[config.mk]
export PLATFORM = sky130hd
export DESIGN_NAME = pb_debounce
export DESIGN_NICKNAME = d
export VERILOG_FILES = /design/src/rtl/pb_debounce.sv
export SDC_FILE = /design/constraint.sdc
export NUM_CORES = 1
export LEC_CHECK = 0
export ABC_AREA = 0
export CORE_AREA = 2 2 76 78
export CTS_CLUSTER_DIAMETER = 80
export CTS_CLUSTER_SIZE = 24
export DETAILED_ROUTE_END_ITERATION = 7
export DIE_AREA = 0 0 78 80
export PLACE_DENSITY = 0.67
export SLEW_MARGIN = 10
export SYNTH_ARGS = -nofsm -noshare
export SYNTH_HDL_FRONTEND = slang
export SYNTH_SLANG_ARGS = --single-unit
[constraint.sdc]
create_clock -name clk -period 3.91 [get_ports clk]
set_clock_uncertainty 0.1 [all_clocks]
set_input_delay 0.9775 -clock clk [delete_from_list [all_inputs] [get_ports clk]]
set_output_delay 0.9775 -clock clk [all_outputs]
set_load 0.005 [all_outputs]
[src/rtl/pb_debounce.sv]
// Pushbutton debouncer: two-flop synchronizer, four-state debounce FSM,
// press/release strobes, long-press detect and a wrapping press counter.
module pb_debounce #(
  parameter int unsigned DEBOUNCE_CYCLES = 16,
  parameter int unsigned LONG_CYCLES     = 64,
  parameter bit          ACTIVE_LOW      = 1'b0
) (
  input  logic       clk,
  input  logic       rst_n,
  input  logic       button_raw,
  output logic       button_press,
  output logic       press_pulse,
  output logic       release_pulse,
  output logic       long_press,
  output logic [7:0] press_count
);

  localparam logic [15:0] StableLast = 16'(DEBOUNCE_CYCLES - 1);
  localparam logic [15:0] HoldMax    = 16'(LONG_CYCLES);

  typedef enum logic [1:0] {
    StIdle,
    StPressWait,
    StPressed,
    StReleaseWait
  } state_e;

  state_e      state_q;
  logic [1:0]  sync_q;
  logic [15:0] stable_q;
  logic [15:0] hold_q;
  logic [15:0] hold_inc;
  logic        s;

  // Synchronizer resets to the idle pin level so reset never looks like a press.
  always_ff @(posedge clk or negedge rst_n) begin
    if (!rst_n) begin
      sync_q <= {2{ACTIVE_LOW}};
    end else begin
      sync_q <= {sync_q[0], button_raw};
    end
  end

  assign s        = sync_q[1] ^ ACTIVE_LOW;
  assign hold_inc = (hold_q == HoldMax) ? hold_q : hold_q + 16'd1;

  always_ff @(posedge clk or negedge rst_n) begin
    if (!rst_n) begin
      state_q       <= StIdle;
      stable_q      <= '0;
      hold_q        <= '0;
      button_press  <= 1'b0;
      press_pulse   <= 1'b0;
      release_pulse <= 1'b0;
      long_press    <= 1'b0;
      press_count   <= '0;
    end else begin
      press_pulse   <= 1'b0;
      release_pulse <= 1'b0;
      unique case (state_q)
        StIdle: begin
          if (s) begin
            state_q  <= StPressWait;
            stable_q <= '0;
          end
        end
        StPressWait: begin
          if (!s) begin
            state_q  <= StIdle;
            stable_q <= '0;
          end else if (stable_q == StableLast) begin
            state_q      <= StPressed;
            button_press <= 1'b1;
            press_pulse  <= 1'b1;
            press_count  <= press_count + 8'd1;
            hold_q       <= '0;
          end else begin
            stable_q <= stable_q + 16'd1;
          end
        end
        StPressed: begin
          hold_q <= hold_inc;
          if (hold_inc == HoldMax) long_press <= 1'b1;
          if (!s) begin
            state_q  <= StReleaseWait;
            stable_q <= '0;
          end
        end
        StReleaseWait: begin
          // Hold time keeps accruing while a release is still unconfirmed.
          hold_q <= hold_inc;
          if (hold_inc == HoldMax) long_press <= 1'b1;
          if (s) begin
            state_q  <= StPressed;
            stable_q <= '0;
          end else if (stable_q == StableLast) begin
            state_q       <= StIdle;
            button_press  <= 1'b0;
            long_press    <= 1'b0;
            release_pulse <= 1'b1;
          end else begin
            stable_q <= stable_q + 16'd1;
          end
        end
        default: state_q <= StIdle;
      endcase
    end
  end

endmodule

Yosys cells after proc, flatten, opt, wreduce, memory -nomap -nowiden. Index checks and enable logic that the tools add are counted.

Divide/modulo/power cells: 0. Equality and inequality tests: 14. Shift-type cells: 0. Bitwise logic cells: 0. Reduce and logical (&&, ||, !) cells: 10. $mul: 0. $lt $le $gt $ge: 0. Mux-type cells: 31. Add/subtract/negate cells: 3.

Operators by type and width (number): $mux W16 (8); $pmux W16 S4 (1); $add A16 B1 Y16 const B (2); $eq A16 B7 Y1 const B (2); $pmux W16 S2 (1); $eq A16 B4 Y1 const B (1); $mux W1 (12); $mux W2 (6); $ne A2 B2 Y1 const B (6); $add A8 B1 Y8 const B (1); $pmux W2 S4 (1); $ne A3 B3 Y1 const B (2); $reduce_and A3 Y1 (2); $reduce_bool A2 Y1 (3); $reduce_and A5 Y1 (1); $eq A2 B2 Y1 const B (2); $pmux W1 S2 (2); $reduce_and A4 Y1 (1); $eq A2 B1 Y1 const B (1); $logic_not A2 Y1 (1); $reduce_and A2 Y1 (1); $reduce_or A2 Y1 (1).

Bits of input ports: 3. Output and inout port bits: 12. Latch bits: 0. Register bits after elaboration: 48. Bits in read-only memories: 0. Bits in writable memories: 0. Memories: 0. Word-level logic and storage cells: 67.

Depth between registers and ports, before layout. Gate-level depths: netlist (run 1).

Depth in word-level cells: 7. Gate-level depth with buffers: 8. Gate-level depth less buffers: 8.

Least setup slack after synthesis (run 1). No wires, ideal clock.

Path type: reg-to-reg. Start: reg stable_q[0]. End: reg press_count[1]. Stages on the path, launching flop included: 6. Clock period less this slack: 1996 ps. Data arrival time: 1771 ps. Setup slack: 1914 ps. Library setup time: 125 ps. Buffers on the path: 0. Required time: 3685 ps. Cell sequence: dfrtp_1 -> ha_1 -> and4b_1 -> nand4_4 -> nor4b_4 -> mux2_2.

Longest elaborated chain between the ends: 2.

Ends and longest elaborated chain: start: declaration (RTL line 30) `logic [15:0] stable_q;`; start signal: assignment (RTL line 78) `stable_q <= stable_q + 16'd1;`; start signal: assignment (RTL line 102) `stable_q <= stable_q + 16'd1;`; $eq A16 B4 Y1 (RTL line 71) `end else if (stable_q == StableLast) begin`; $reduce_and A3 Y1 (no source line); end signal: assignment (RTL line 75) `press_count <= press_count + 8'd1;`; end: declaration (RTL line 15) `output logic [7:0] press_count`.

No other way between the ends. A chain may end at the register's enable or synchronous reset.

Worst setup path after layout (run 1).
Start: reg press_count[2]. End: out press_count[2].

No word-level cell between the ends.

==> impl_metrics.py, run 1 <==
metrics = {
    "critical_path": {
        "crit_family": "buffers and inverters",
        "cp.required_ps": 2830,
        "crit_chain": "clkdlybuf4s50_1",
        "critPathLaunchType": "flip-flop",
        "crit_cells": 1,
        "crit_fanout": 5,
        "crit_path_end_kind": "output port",
        "path_class": "reg2out",
        "cp_slowest_cell": "clkdlybuf4s50_1",
        "crit_path_max_incr_delay_ps": 550,
        "crit_arrival_ps": 1340,
        "r2r_cells": 6,
        "crit_buf_inv": 1,
    },
    "timing": {
        "max_freq_mhz": 414,
        "rsz0062_at_grt": "false",
        "relSlewSlack": 0.312,
        "hold_viol_final": 0,
        "finalSetupViolCount": 0,
        "period_minus_slack_ps": 2420,
        "fin_crit_sh": 0.618,
        "whs_ps": 256,
        "setup_tns_ps": 0,
        "worst_pin_slew_ps": 1030,
        "slew_viol_final": 0,
    },
    "die": {
        "die-area_sq_um": 6240,
        "io_pins": 15,
        "core_sq_um": 5410,
        "initial_core_util": 0.491,
        "die_x_um": 78,
        "fp.dieH_um": 80,
        "row_count": 27,
    },
    "cts": {
        "postCtsHoldBufs": 0,
        "postCtsResizedCells": 0,
        "insertion_delay_ps": 310,
        "h-tree-depth": 2,
        "cts_tree": "done",
        "path_clk_slew_ps": 90,
        "postCtsSetupBuffers": 0,
        "cts_root_buffer": "clkbuf_8",
        "cts_buffer_depth": 2,
        "cts_sinks": 48,
        "cts_buffers": 5,
    },
    "cells_and_area": {
        "finish.net_count": 295,
        "final_cell_mix": "dfrtp_1, nand2_1, nor2_1",
        "diodes": 0,
        "area_growth_pct": 11.6,
        "mostFrequentLayoutCell": "dfrtp_1",
        "final_layout_size_suffix_gt1_frac": 0.0727,
    },
    "global_routing": {
        "grt_antenna_before_repair": 0,
        "grtUsageTotal": 0.185,
        "grt_max_degree": 49,
        "grt_pass1_wl_um": 9230,
        "overflow": 0,
        "grt_pass1_vias": 1968,
    },
    "drt": {
        "viasPerCell": 5.63,
        "routedWlPerCell_um": 14.5,
        "drcViolationCount": 0,
        "drt_pass1_iterations": 4,
        "drtAntennaViolNets": 0,
        "drtIter0Drc": 102,
        "vias": 2033,
        "routed_wl_um": 5240,
    },
    "synthesis": {
        "synth.area.top_cells": "dfrtp_1, xnor2_1, xor2_1",
        "yosysWarnings": 0,
        "ys_ff_latch": 48,
        "synth_top_cell_by_area": "dfrtp_1",
        "yosysSeqAreaShare": 0.453,
        "yosysUniqueCellTypes": 40,
        "synth_fp_nets": 284,
        "synth_area_per_cell_sq_um": 9.58,
        "netlist_instances": 277,
        "syn-cell-area_sq_um": 2650,
        "synth_top_area_frac": 0.453,
    },
    "power_and_ir_drop": {
        "internal-power_mw": 0.715,
        "p_leak_nw": 1.22,
        "pwr-share-comb": 0.027,
        "p_sw_mw": 0.198,
        "p_clk_frac": 0.420,
        "ir_drop_mv": 0.201,
        "p_seq_frac": 0.552,
        "swShare": 0.217,
        "power.density_nw_per_um2": 308,
    },
    "worst_hold_path": {
        "worstHoldPathType": "reg2reg",
        "hold_depth": 0,
    },
    "place": {
        "post-dp-hpwl_um": 3520,
        "io_buffers": 14,
        "routabilityCongestion": 0.811,
    },
    "outcome": {
        "status": "finished clean",
    },
    "flow_run": {
        "cap_violations": 0,
    },
}
## path summary, 6_finish.rpt
check                      slack (ps)                  startpoint                     end
max                              1490  press_count[2]$_DFFE_PN0P_          press_count[2]
min                               260         sync_q[0]$_DFF_PN0_     sync_q[1]$_DFF_PN0_
max reg2reg                      1580       hold_q[4]$_DFFE_PN0P_  long_press$_DFFE_PN0N_
min reg2reg                       260         sync_q[0]$_DFF_PN0_     sync_q[1]$_DFF_PN0_
max in group asynchronous        2320                       rst_n   hold_q[5]$_DFFE_PN0P_
min in group asynchronous         730                       rst_n  hold_q[10]$_DFFE_PN0P_
## layout make-up
type | instances | area, sq um
Fill cell | 481 | 2440
Multi-Input combinational cell | 210 | 1380
Sequential cell | 48 | 1200
Timing Repair Buffer | 15 | 143
Tap cell | 72 | 90.1
Clock buffer | 6 | 82.6
Clock inverter | 2 | 38.8
Inverter | 8 | 30.0
## cell usage after synthesis
| cell | number |
|---|---|
| and4b_1 | 1 |
| inv_1 | 8 |
| nor2_2 | 2 |
| nor4_1 | 5 |
| buf_2 | 5 |
| a21oi_1 | 8 |
| a31oi_1 | 2 |
| and3_1 | 5 |
| or3_1 | 3 |
| nand2_1 | 30 |
| or3b_1 | 1 |
| o31ai_1 | 3 |
| a22oi_1 | 1 |
| a31o_2 | 2 |
| o21ai_1 | 1 |
| clkbuf_1 | 6 |
| a22o_1 | 5 |
| a2111oi_0 | 2 |
| xnor2_1 | 19 |
| nor2_1 | 25 |
| ha_1 | 4 |
| o22ai_1 | 3 |
| nor4b_1 | 2 |
| or4_1 | 1 |
| o21ai_0 | 21 |
| nor2b_1 | 1 |
| xor2_1 | 15 |
| mux2_2 | 2 |
| nand4_4 | 2 |
| and2_0 | 1 |
| nand4_1 | 13 |
| nand3_1 | 11 |
| nor4_4 | 2 |
| dfrtp_1 | 48 |
| mux2i_1 | 3 |
| and4_1 | 2 |
| nor3_1 | 6 |
| nor4b_4 | 1 |
| o21a_1 | 3 |
| and2_1 | 2 |
## kinds of logic (layout without fill, tap and decap cells)
family                     Yosys count  in the layout  share of synthesized area
and+or+nand+nor                    116            116                      0.249
AOI/OAI and AO/OA                   51             51                      0.118
DFF                                 48             48                      0.453
xor gates and xnor gates            34             34                      0.112
buffers and inverters               19             31                     0.0292
muxes                                5              5                     0.0198
adders and majority gates            4              4                     0.0189
## metal layers
metal | routed length [um] | GRT usage | vias up
met5 | 0 | 0 | -
met4 | 59 | 0.0544 | 0
met3 | 159 | 0.0362 | 6
met1 | 2520 | 0.242 | 986
li1 | - | - | 1012
met2 | 2510 | 0.311 | 29
## registers in the layout, indices dropped and copies added, names as in the netlist, named ones only
register       cells
sync_q             2
release_pulse      1
state_q            1
press_count        8
button_press       1
hold_q            16
stable_q          16
press_pulse        1
long_press         1
## power by group through the flow
stage / logic [mW] / clock network (mW) / registers, mW
after floorplan: 0.0126 / 0 / 0.512
after global placement: 0.0256 / 0 / 0.514
after global routing: 0.0296 / 0.409 / 0.505
final: 0.0250 / 0.384 / 0.504
after detailed placement: 0.0263 / 0 / 0.514
after CTS: 0.0263 / 0.389 / 0.504
## worst reg2reg max path, stage by stage, from the launching register on
cell,delay (ps)
dfrtp_1,490
nand3_1,240
nor4_1,780
o31ai_1,110
mux2_2,300
a31oi_1,130
nor2_1,50
## through the flow
stage	instance area (sq um)	total power, mW	std cells	worst slack (ps)	util
final	2960	0.913	361	1490	0.548
after global routing	2960	0.943	361	1410	0.548
after CTS	2960	0.919	361	1500	0.548
after detailed placement	2840	0.540	353	1680	0.525
after global placement	2840	0.539	353	1700	0.525
after floorplan	2650	0.524	277	1910	-
(Power assumes the default switching activity.)
==> run 2, diff against run 1 <==
--- a/config.mk
+++ b/config.mk
@@ -11,7 +11,7 @@
 export CTS_CLUSTER_SIZE = 24
 export DETAILED_ROUTE_END_ITERATION = 7
 export DIE_AREA = 0 0 78 80
-export PLACE_DENSITY = 0.67
+export PLACE_DENSITY = 0.69
 export SLEW_MARGIN = 10
 export SYNTH_ARGS = -nofsm -noshare
 export SYNTH_HDL_FRONTEND = slang
==> constraint.sdc (replaced) <==
create_clock -name clk -period 2.2 [get_ports clk]
set_clock_uncertainty 0.1 [all_clocks]
set_input_delay 0.55 -clock clk [delete_from_list [all_inputs] [get_ports clk]]
set_output_delay 0.55 -clock clk [all_outputs]
set_load 0.005 [all_outputs]
==> run 2 against run 1 <==
Compared with the run above:
- register-to-register slack lost 1400 ps
- worst setup slack got worse by 1400 ps
- via count increased by 3.7%
- clock power rose by 70%
- non-clock buffer count is 13 higher
- hold slack got worse by 170 ps
- highest routed layer unchanged
==> impl_metrics.py, run 2 (same netlist as run 1, synthesis figures left out) <==
metrics = {
    "place": {
        "post-dp-hpwl_um": 3930,
        "routabilityCongestion": 0.841,
        "io_buffers": 14,
    },
    "die": {
        "fp.dieH_um": 80,
        "die_x_um": 78,
        "core_sq_um": 5410,
        "initial_core_util": 0.491,
        "die-area_sq_um": 6240,
        "row_count": 27,
        "io_pins": 15,
    },
    "cells_and_area": {
        "diodes": 0,
        "finish.net_count": 308,
        "mostFrequentLayoutCell": "dfrtp_1",
        "final_layout_size_suffix_gt1_frac": 0.119,
        "final_cell_mix": "dfrtp_1, nand2_1, nor2_1",
        "area_growth_pct": 15.9,
        "reg_top3": "hold_q: 16 flops, stable_q: 16 flops, press_count: 8 flops",
    },
    "cts": {
        "postCtsHoldBufs": 0,
        "cts_buffers": 5,
        "path_clk_slew_ps": 90,
        "cts_sinks": 48,
        "cts_tree": "done",
        "cts_root_buffer": "clkbuf_8",
        "h-tree-depth": 2,
        "cts_buffer_depth": 2,
        "insertion_delay_ps": 310,
    },
    "critical_path": {
        "r2r_slack_ps": 130,
        "path_common_cell": "nand4_4",
        "crit_fanout": 6,
        "critPathLaunchType": "flip-flop",
        "path_class": "reg2reg",
        "cp.required_ps": 2330,
        "rr_endpoint": "press_count[5]$_DFFE_PN0P_",
        "crit_arrival_ps": 2200,
        "cp_slowest_cell": "dfrtp_1",
        "crit_chain": "ha_1 > and4b_1 > nand4_4 > nor4b_4 > buf_4 > nand4_4 > nor2_2 > xor2_1",
        "r2r_cells": 8,
        "r2r_start": "stable_q[0]$_DFFE_PN0P_",
        "crit_path_max_incr_delay_ps": 420,
        "crit_path_end_kind": "flip-flop",
    },
    "global_routing": {
        "grt_max_degree": 31,
        "overflow": 0,
        "grt_antenna_before_repair": 0,
        "grt_pass1_wl_um": 9430,
        "grtUsageTotal": 0.188,
        "grt_pass1_vias": 2054,
    },
    "drt": {
        "drt_pass1_iterations": 4,
        "viasPerCell": 5.64,
        "drtAntennaViolNets": 0,
        "drcViolationCount": 0,
        "routedWlPerCell_um": 14.6,
        "vias": 2109,
        "drtIter0Drc": 87,
        "routed_wl_um": 5470,
    },
    "worst_hold_path": {
        "worstHoldPathType": "in2async",
    },
    "flow_run": {
        "cap_violations": 0,
    },
    "power_and_ir_drop": {
        "power.density_nw_per_um2": 520,
        "p_leak_nw": 1.28,
        "report.power.total_mw": 1.60,
        "ir_drop_mv": 0.378,
    },
    "timing": {
        "setup_tns_ps": 0,
        "relSlewSlack": 0.654,
        "finalSetupViolCount": 0,
        "hold_viol_final": 0,
        "period_minus_slack_ps": 2070,
        "max_freq_mhz": 484,
        "slew_viol_final": 0,
        "worst_pin_slew_ps": 512,
        "fin_crit_sh": 0.939,
        "rsz0062_at_grt": "false",
    },
    "outcome": {
        "status": "finished clean",
    },
}
## run 2: cell count changes in the layout (fill, tap and decap cells not counted)
cell,before,now
a2111oi_0,2,0
clkinv_4,1,2
buf_4,1,13
buf_12,0,1
a2111oi_2,0,1
ha_1,4,3
clkbuf_8,6,5
ha_2,0,1
a2111oi_1,0,1
## run 2: power breakdown
part	leakage [nW]	switching, mW	internal (mW)
combinational	0.559	0.0365	0.0166
clock	0.0583	0.310	0.342
sequential	0.663	0.00847	0.887
## run 2: area by class of cell
class                           count  area [sq um]
Fill cell                         476          2330
Inverter                            8          30.0
Timing Repair Buffer               28           253
Clock inverter                      3          47.5
Tap cell                           72          90.1
Clock buffer                        5          68.8
Sequential cell                    48          1200
Multi-Input combinational cell    210          1390
## run 2: per-layer routing
metal,track usage,wire (um)
met1,0.248,2570
met2,0.315,2700
met3,0.0339,108
met4,0.0632,87
met5,0,0
## run 2: critical path, delay by kind of cell (launching register included)
family                   cells  cell delay [ps]
AND/OR/NAND/NOR              5              910
adder cells (fa/ha/maj)      1              220
flip-flops                   1              420
buffers and inverters        1              190
XOR/XNOR                     1              150
## run 2: what timing repair did
item,4_1_cts,5_1_grt
resized for setup,0,4
endpoints found under the hold margin,0,0
setup endpoints to repair,0,3
setup buffers,0,2
## run 2: worst max path at each step
stage	from	to	slack (ps)	cells past startpoint
final	stable_q[0]$_DFFE_PN0P_	press_count[5]$_DFFE_PN0P_	130	8
after floorplan	stable_q[0]$_DFFE_PN0P_	press_count[1]$_DFFE_PN0P_	200	5
after CTS	hold_q[0]$_DFFE_PN0P_	long_press$_DFFE_PN0N_	30	6
after global placement	hold_q[0]$_DFFE_PN0P_	long_press$_DFFE_PN0N_	70	6
after global routing	stable_q[0]$_DFFE_PN0P_	press_count[5]$_DFFE_PN0P_	8	8
after detailed placement	hold_q[0]$_DFFE_PN0P_	long_press$_DFFE_PN0N_	80	6
## run 2: per-stage QoR
step / cells / setup slack (ps) / area (sq um) / hold WS (ps) / util
2_1_floorplan: 277 / 204 / 2650 / 154 / -
3_3_place_gp: 364 / 73.6 / 2930 / 236 / 0.543
3_5_place_dp: 364 / 75.9 / 2930 / 236 / 0.543
4_1_cts: 372 / 29.2 / 3050 / 105 / 0.564
5_1_grt: 374 / 8.35 / 3080 / 118 / 0.569
6_report: 374 / 134 / 3080 / 88.6 / 0.569
